$ cat src/rtl/freq_meter_if.sv
// Host-side bundle for freq_meter: run control, raw measured inputs and the latched result set.
interface freq_meter_if;
  logic        En;
  logic        Sig_A;
  logic        Sig_B;
  logic [31:0] fxCnt;
  logic [31:0] fbaseCnt;
  logic [31:0] dutyCnt;
  logic [31:0] delayCnt;
  logic        Do_sig;
  logic        Busy;
  logic        Timeout;

  modport master (
    output En, Sig_A, Sig_B,
    input  fxCnt, fbaseCnt, dutyCnt, delayCnt, Do_sig, Busy, Timeout
  );

  modport slave (
    input  En, Sig_A, Sig_B,
    output fxCnt, fbaseCnt, dutyCnt, delayCnt, Do_sig, Busy, Timeout
  );
endinterface

$ cat src/rtl/freq_meter.sv
// Reciprocal frequency / duty / A->B delay meter; gate opens and closes on Sig_A rising edges.
//  state | meaning
//  IDLE  | parked, waits for En
//  ARM   | waits for the gate-opening A edge (bounded by TIMEOUT_CYCLES)
//  GATE  | preset gate time running, A edges only counted
//  CLOSE | waits for the gate-closing A edge (bounded by TIMEOUT_CYCLES)
//  DONE  | one cycle: latch results, schedule Do_sig
//  HOLD  | quiet time for the packet sender before re-arming
module freq_meter #(
  parameter int unsigned GATE_CYCLES    = 50_000_000,
  parameter int unsigned TIMEOUT_CYCLES = 100_000_000,
  parameter int unsigned HOLD_CYCLES    = 1_000_000
) (
  input  logic        CLK,
  input  logic        RST,
  freq_meter_if.slave mif
);

  localparam int GW = (GATE_CYCLES    > 1) ? $clog2(GATE_CYCLES)    : 1;
  localparam int TW = (TIMEOUT_CYCLES > 1) ? $clog2(TIMEOUT_CYCLES) : 1;
  localparam int HW = (HOLD_CYCLES    > 1) ? $clog2(HOLD_CYCLES)    : 1;

  // The opening cycle t0 already counts as gate cycle 0, so GATE needs GATE_CYCLES-1 more.
  localparam logic [GW-1:0] GATE_LOAD = GW'((GATE_CYCLES    > 2) ? GATE_CYCLES - 2    : 0);
  localparam logic [TW-1:0] TO_LOAD   = TW'((TIMEOUT_CYCLES > 1) ? TIMEOUT_CYCLES - 1 : 0);
  localparam logic [HW-1:0] HOLD_LOAD = HW'((HOLD_CYCLES    > 1) ? HOLD_CYCLES - 1    : 0);

  localparam logic [2:0] S_IDLE  = 3'd0;
  localparam logic [2:0] S_ARM   = 3'd1;
  localparam logic [2:0] S_GATE  = 3'd2;
  localparam logic [2:0] S_CLOSE = 3'd3;
  localparam logic [2:0] S_DONE  = 3'd4;
  localparam logic [2:0] S_HOLD  = 3'd5;

  localparam logic [31:0] ALL_ONES = 32'hFFFF_FFFF;

  logic [2:0]    sa_q, sb_q;
  logic          sync_a, rise_a, rise_b;

  logic [2:0]    state_q, state_d;
  logic [GW-1:0] gate_tmr_q, gate_tmr_d;
  logic [TW-1:0] to_tmr_q, to_tmr_d;
  logic [HW-1:0] hold_tmr_q, hold_tmr_d;

  logic [31:0]   fx_q, fx_d;
  logic [31:0]   fbase_q, fbase_d;
  logic [31:0]   duty_q, duty_d;
  logic [31:0]   dly_q, dly_d;
  logic          dly_hit_q, dly_hit_d;
  logic          tmo_q, tmo_d;

  logic [31:0]   fx_o_q, fx_o_d;
  logic [31:0]   fbase_o_q, fbase_o_d;
  logic [31:0]   duty_o_q, duty_o_d;
  logic [31:0]   dly_o_q, dly_o_d;
  logic          tmo_o_q, tmo_o_d;
  logic          do_q, do_d;

  logic          accum;

  function automatic logic [31:0] sat_inc(input logic [31:0] v, input logic inc);
    sat_inc = (inc && (v != ALL_ONES)) ? v + 32'd1 : v;
  endfunction

  // Two sync stages plus one history stage; both channels share identical latency.
  assign sync_a = sa_q[1];
  assign rise_a = sa_q[1] & ~sa_q[2];
  assign rise_b = sb_q[1] & ~sb_q[2];

  always_comb begin
    state_d    = state_q;
    gate_tmr_d = gate_tmr_q;
    to_tmr_d   = to_tmr_q;
    hold_tmr_d = hold_tmr_q;
    fx_d       = fx_q;
    fbase_d    = fbase_q;
    duty_d     = duty_q;
    dly_d      = dly_q;
    dly_hit_d  = dly_hit_q;
    tmo_d      = tmo_q;
    fx_o_d     = fx_o_q;
    fbase_o_d  = fbase_o_q;
    duty_o_d   = duty_o_q;
    dly_o_d    = dly_o_q;
    tmo_o_d    = tmo_o_q;
    do_d       = 1'b0;
    accum      = 1'b0;

    case (state_q)
      S_IDLE: begin
        if (mif.En) begin
          state_d  = S_ARM;
          to_tmr_d = TO_LOAD;
        end
      end

      S_ARM: begin
        if (rise_a) begin
          state_d    = (GATE_CYCLES > 1) ? S_GATE : S_CLOSE;
          gate_tmr_d = GATE_LOAD;
          to_tmr_d   = TO_LOAD;
          fx_d       = 32'd0;
          fbase_d    = 32'd1;
          duty_d     = 32'd1;
          dly_hit_d  = rise_b;
          dly_d      = rise_b ? 32'd0 : 32'd1;
          tmo_d      = 1'b0;
        end else if (to_tmr_q == '0) begin
          state_d = S_DONE;
          tmo_d   = 1'b1;
        end else begin
          to_tmr_d = to_tmr_q - TW'(1);
        end
      end

      S_GATE: begin
        accum = 1'b1;
        if (gate_tmr_q == '0) begin
          state_d  = S_CLOSE;
          to_tmr_d = TO_LOAD;
        end else begin
          gate_tmr_d = gate_tmr_q - GW'(1);
        end
      end

      S_CLOSE: begin
        // The closing edge is a counted period but lies outside the [t0,t1) base window.
        if (rise_a) begin
          fx_d    = sat_inc(fx_q, 1'b1);
          state_d = S_DONE;
        end else if (to_tmr_q == '0) begin
          state_d = S_DONE;
          tmo_d   = 1'b1;
        end else begin
          accum    = 1'b1;
          to_tmr_d = to_tmr_q - TW'(1);
        end
      end

      S_DONE: begin
        do_d       = 1'b1;
        state_d    = S_HOLD;
        hold_tmr_d = HOLD_LOAD;
        tmo_o_d    = tmo_q;
        if (tmo_q) begin
          fx_o_d    = 32'd0;
          fbase_o_d = 32'd0;
          duty_o_d  = 32'd0;
          dly_o_d   = ALL_ONES;
        end else begin
          fx_o_d    = fx_q;
          fbase_o_d = fbase_q;
          duty_o_d  = duty_q;
          dly_o_d   = dly_hit_q ? dly_q : ALL_ONES;
        end
      end

      S_HOLD: begin
        if (hold_tmr_q == '0) begin
          if (mif.En) begin
            state_d  = S_ARM;
            to_tmr_d = TO_LOAD;
          end else begin
            state_d = S_IDLE;
          end
        end else begin
          hold_tmr_d = hold_tmr_q - HW'(1);
        end
      end

      default: state_d = S_IDLE;
    endcase

    if (accum) begin
      fx_d    = sat_inc(fx_q, rise_a);
      fbase_d = sat_inc(fbase_q, 1'b1);
      duty_d  = sat_inc(duty_q, sync_a);
      if (!dly_hit_q) begin
        if (rise_b) dly_hit_d = 1'b1;
        else        dly_d     = sat_inc(dly_q, 1'b1);
      end
    end
  end

  always_ff @(posedge CLK) begin
    if (RST) begin
      sa_q       <= '0;
      sb_q       <= '0;
      state_q    <= S_IDLE;
      gate_tmr_q <= '0;
      to_tmr_q   <= '0;
      hold_tmr_q <= '0;
      fx_q       <= '0;
      fbase_q    <= '0;
      duty_q     <= '0;
      dly_q      <= '0;
      dly_hit_q  <= 1'b0;
      tmo_q      <= 1'b0;
      fx_o_q     <= '0;
      fbase_o_q  <= '0;
      duty_o_q   <= '0;
      dly_o_q    <= '0;
      tmo_o_q    <= 1'b0;
      do_q       <= 1'b0;
    end else begin
      sa_q       <= {sa_q[1:0], mif.Sig_A};
      sb_q       <= {sb_q[1:0], mif.Sig_B};
      state_q    <= state_d;
      gate_tmr_q <= gate_tmr_d;
      to_tmr_q   <= to_tmr_d;
      hold_tmr_q <= hold_tmr_d;
      fx_q       <= fx_d;
      fbase_q    <= fbase_d;
      duty_q     <= duty_d;
      dly_q      <= dly_d;
      dly_hit_q  <= dly_hit_d;
      tmo_q      <= tmo_d;
      fx_o_q     <= fx_o_d;
      fbase_o_q  <= fbase_o_d;
      duty_o_q   <= duty_o_d;
      dly_o_q    <= dly_o_d;
      tmo_o_q    <= tmo_o_d;
      do_q       <= do_d;
    end
  end

  assign mif.fxCnt    = fx_o_q;
  assign mif.fbaseCnt = fbase_o_q;
  assign mif.dutyCnt  = duty_o_q;
  assign mif.delayCnt = dly_o_q;
  assign mif.Timeout  = tmo_o_q;
  assign mif.Do_sig   = do_q;
  assign mif.Busy     = (state_q != S_IDLE);

endmodule

$ cat src/flat_wrapper.sv
// flat-port wrapper written by rule: the top's interface ports become plain ports
module freq_meter_flat 
#(
  parameter int unsigned GATE_CYCLES    = 50_000_000,
  parameter int unsigned TIMEOUT_CYCLES = 100_000_000,
  parameter int unsigned HOLD_CYCLES    = 1_000_000
)
  (CLK, RST, mif_En, mif_Sig_A, mif_Sig_B, mif_fxCnt, mif_fbaseCnt, mif_dutyCnt, mif_delayCnt, mif_Do_sig, mif_Busy, mif_Timeout);
  freq_meter_if mif_i ();
  input  logic CLK;
  input  logic RST;
  input wire logic [$bits(mif_i.En)-1:0] mif_En;
  input wire logic [$bits(mif_i.Sig_A)-1:0] mif_Sig_A;
  input wire logic [$bits(mif_i.Sig_B)-1:0] mif_Sig_B;
  output wire logic [$bits(mif_i.fxCnt)-1:0] mif_fxCnt;
  output wire logic [$bits(mif_i.fbaseCnt)-1:0] mif_fbaseCnt;
  output wire logic [$bits(mif_i.dutyCnt)-1:0] mif_dutyCnt;
  output wire logic [$bits(mif_i.delayCnt)-1:0] mif_delayCnt;
  output wire logic [$bits(mif_i.Do_sig)-1:0] mif_Do_sig;
  output wire logic [$bits(mif_i.Busy)-1:0] mif_Busy;
  output wire logic [$bits(mif_i.Timeout)-1:0] mif_Timeout;
  assign mif_i.En = mif_En;
  assign mif_i.Sig_A = mif_Sig_A;
  assign mif_i.Sig_B = mif_Sig_B;
  assign mif_fxCnt = mif_i.fxCnt;
  assign mif_fbaseCnt = mif_i.fbaseCnt;
  assign mif_dutyCnt = mif_i.dutyCnt;
  assign mif_delayCnt = mif_i.delayCnt;
  assign mif_Do_sig = mif_i.Do_sig;
  assign mif_Busy = mif_i.Busy;
  assign mif_Timeout = mif_i.Timeout;
  freq_meter #(.GATE_CYCLES(GATE_CYCLES), .TIMEOUT_CYCLES(TIMEOUT_CYCLES), .HOLD_CYCLES(HOLD_CYCLES)) u_core (.CLK(CLK), .RST(RST), .mif(mif_i));
endmodule
$ cat config.mk
export PLATFORM = sky130hd
export DESIGN_NAME = freq_meter_flat
export DESIGN_NICKNAME = d
export VERILOG_FILES = /design/src/rtl/freq_meter_if.sv /design/src/rtl/freq_meter.sv /design/src/flat_wrapper.sv
export SDC_FILE = /design/constraint.sdc
export NUM_CORES = 1
export LEC_CHECK = 0
export ABC_CLOCK_PERIOD_IN_PS = 2800
export CAP_MARGIN = 20
export CORE_UTILIZATION = 25
export CTS_CLUSTER_DIAMETER = 30
export DETAILED_ROUTE_END_ITERATION = 7
export PLACE_DENSITY = 0.52
export RECOVER_POWER = 50
export SYNTH_ARGS = -nofsm -noshare
export SYNTH_HDL_FRONTEND = slang
export SYNTH_SLANG_ARGS = --single-unit
$ cat constraint.sdc
create_clock -name CLK -period 2.8 [get_ports CLK]
set_input_delay 0.84 -clock CLK [delete_from_list [all_inputs] [get_ports CLK]]
set_output_delay 0.84 -clock CLK [all_outputs]
set_load 0.01 [all_outputs]
==> flow_summary_export.csv <==
group,metric,value,unit
floorplanning,core_area,60400,um^2
synth,ys_seq_area_share,44.8,%
worst_hold_path,holdPathStages,1,
global_routing,grt_pass1_wl,74.7,mm
run_status,status,"finished, violations left",
placed_design,place_congestion,0.855,
worst_hold_path,hold_path_end,"u_core.sb_q[1]",
synth,synth_nets,1782,
synth,async_flop_share,0,%
placed_design,port_buffers,135,
synth,synthFlopType,"dfxtp_1",
sta,tns,0,ps
final_layout,drive_above_1_share,12.8,%
floorplanning,die_area,62100,um^2
floorplanning,core.rowCount,90,
worst_hold_path,min_path_type,"reg -> reg",
detailed_routing,vias,14600,
sta,max_freq,0.380,GHz
sta,hold_violations,0,
run_status,violations,"max-capacitance violations, max-slew violations",
synth,synthesis.area,15300,um^2
floorplanning,chipWidth,249,um
global_routing,antenna_found_initial,0,
synth,synth_edf_count,0,
sta,slew_violations,35,
detailed_routing,wl,46.1,mm
clock_network,clock-root-buffer,"clkbuf_16",
critical_path,worstReg2RegStart,"u_core.dly_q[1]",
global_routing,track_usage,14.5,%
sta,min_period,2630,ps
sta,setup_viol,0,
final_layout,nNetsFinal,1968,
global_routing,grt_overflow,0,
power_and_ir_drop,power.leakage,7.44,nW
clock_network,post_cts.repair.setup_buffers,0,
job,drv_cap,1,
synth,yosysWarnings,0,
clock_network,clk_path_buf_depth,3,
critical_path,crit_path_start_kind,"register",
synth,ys_ff_latch,342,
synth,synth_cell_types,65,
final_layout,antennaDiodeCount,0,
floorplanning,dieHeight,249,um
detailed_routing,vias_per_cell,5.20,
floorplanning,initial_utilization,25.3,%
clock_network,cts_tree,"done",
power_and_ir_drop,ir_drop,0.484,mV
clock_network,htree_levels,3,
power_and_ir_drop,fin_total_pwr,16.5,mW
sta,rsz0062_at_grt,"no",
global_routing,grt_max_degree,89,
critical_path,end_kind,"output port",
sta,fin_ws,169,ps
critical_path,path_class,"reg -> out",
critical_path,crit_fanout,15,
sta,worstMarginPinSlew,1670,ps
clock_network,path_clk_slew,40,ps
sta,finalCritPeriodShare,94.0,%
critical_path,required,1960,ps
clock_network,clock_sinks,342,
detailed_routing,dr.pass1.iters,6,
power_and_ir_drop,power.density,783,nW/um^2
placed_design,post-place-ws,-60.3,ps
worst_hold_path,holdCritStartpoint,"u_core.sb_q[0]",
placed_design,place_hpwl,30.2,mm
critical_path,reg2reg_to,"u_core.dly_q[18]",
sta,holdWs,447,ps
synth,avgSynthCellArea,8.63,um^2
detailed_routing,ant_nets,0,
clock_network,cts_buffers,88,
detailed_routing,wl_per_cell,16.4,um
detailed_routing,drt_iter0_markers,1100,
global_routing,grt_pass1_vias,14000,
final_layout,final_cell_mix,"dfxtp_1, a21oi_1, nor2_1, nand2_1, nor3_1",
floorplanning,io_pins,136,
critical_path,worstRegToRegCells,7,
final_layout,layout_commonest_cell,"dfxtp_1",
final_layout,area_growth,37.8,%
sta,clock_skew,42.3,ps
critical_path,rrSetupSlack,170,ps
sta,slew_headroom,-11.5,%
detailed_routing,drcViolationCount,0,
critical_path,arrival,1790,ps
synth,syn_inst,1769,
clock_network,worstSkewPairLatency,620,ps
logic make-up after synthesis:
kind of cell	count (synthesis)	share of synthesized area, %
DFF	342	44.8
xor gates and xnor gates	43	2.47
muxes	18	1.18
and+or+nand+nor	725	25.4
buffers and inverters	151	3.93
adders and majority gates	8	0.656
AOI/OAI and AO/OA	482	21.6
power by group:
group	total [mW]	switching (mW)	internal [mW]
combinational	0.776	0.499	0.277
clock	10.7	3.25	7.40
sequential	5.04	0.0868	4.96
total	16.5	3.84	12.6
layer usage:
metal  share of wire (%)  up-vias  track usage, %
li1                    -     7111               -
met1                  48     6984            19.7
met2                  44      428            22.1
met3                 5.6       99            3.53
met4                 2.6        0            5.61
met5                   0        -               0
registers in the layout, indices dropped and copies added, names as in the netlist:
register	count
u_core.dly_q	32
u_core.tmo_q	1
u_core.mif.Do_sig	1
u_core.mif.dutyCnt	32
u_core.dly_hit_q	1
u_core.gate_tmr_q	26
u_core.mif.Timeout	1
u_core.fx_q	32
u_core.to_tmr_q	27
u_core.state_q	3
u_core.mif.fbaseCnt	32
u_core.fbase_q	32
u_core.hold_tmr_q	20
u_core.duty_q	32
u_core.sb_q	3
u_core.mif.fxCnt	32
u_core.mif.delayCnt	32
u_core.sa_q	3
layout make-up:
cell class	count	area, um^2
Clock buffer	113	2530
Clock inverter	50	689
Fill cell	6126	39300
Inverter	29	109
Multi-Input combinational cell	1276	7870
Sequential cell	342	6850
Tap cell	782	978
Timing Repair Buffer	218	2010
how the worst max path moves through the flow:
stage / endpoint / from / cells past startpoint / slack, ps
after floorplan: u_core.fx_q[4] / u_core.fx_q[0] / 8 / 330
after global placement: u_core.to_tmr_q[12] / mif_En / 7 / -40
after detailed placement: u_core.to_tmr_q[1] / mif_En / 10 / -60
after CTS: u_core.fx_q[17] / u_core.fx_q[1] / 8 / 30
after global routing: u_core.fbase_q[14] / u_core.to_tmr_q[1] / 9 / 3
final: mif_Busy / u_core.state_q[0] / 3 / 170
critical path, stage by stage (launching register included):
cell and delay, ps:
dfxtp_1 310, buf_4 180, or3_1 390, dlygate4sd2_1 300
synthesized netlist by cell type (all sizes together), types with 6 or more instances:
library cell | n | share of area [%]
and4 | 15 | 0.86
a31oi | 19 | 0.78
nor2b | 13 | 0.53
nand3 | 77 | 2.5
a211oi | 24 | 1.2
and3 | 23 | 0.94
mux2i | 18 | 1.2
o311ai | 12 | 0.69
nand4 | 41 | 1.7
o21a | 9 | 0.44
nand2 | 116 | 2.9
o31ai | 44 | 2.2
nand3b | 6 | 0.38
ha | 8 | 0.66
xnor2 | 18 | 1.0
nor4 | 29 | 1.2
buf | 22 | 0.76
o21ai | 60 | 2.0
or4 | 56 | 2.8
o211ai | 18 | 0.92
nand4b | 12 | 0.69
a311oi | 16 | 0.92
and2 | 12 | 0.49
nor2 | 135 | 3.3
nand2b | 16 | 0.66
clkbuf | 100 | 2.5
nor3 | 119 | 4.0
dfxtp | 342 | 45
a21oi | 146 | 4.8
xor2 | 25 | 1.4
or3 | 45 | 1.9
inv | 29 | 0.71
a41oi | 10 | 0.57
a22o | 96 | 5.5
metrics by stage:
stage / area, um^2 / util (%) / instances
2_1_floorplan: 15300 / - / 1769
3_3_place_gp: 17800 / 29.6 / 2646
3_5_place_dp: 17800 / 29.6 / 2646
4_1_cts: 21100 / 34.9 / 2809
5_1_grt: 21000 / 34.9 / 2810
6_report: 21000 / 34.9 / 2810
timing repair:
item                                    in CTS  in global routing
resized for setup                            2                  3
endpoints found under the setup margin       1                 26
hold buffers                                 0                  0
Power figures use the tool's default switching activity.
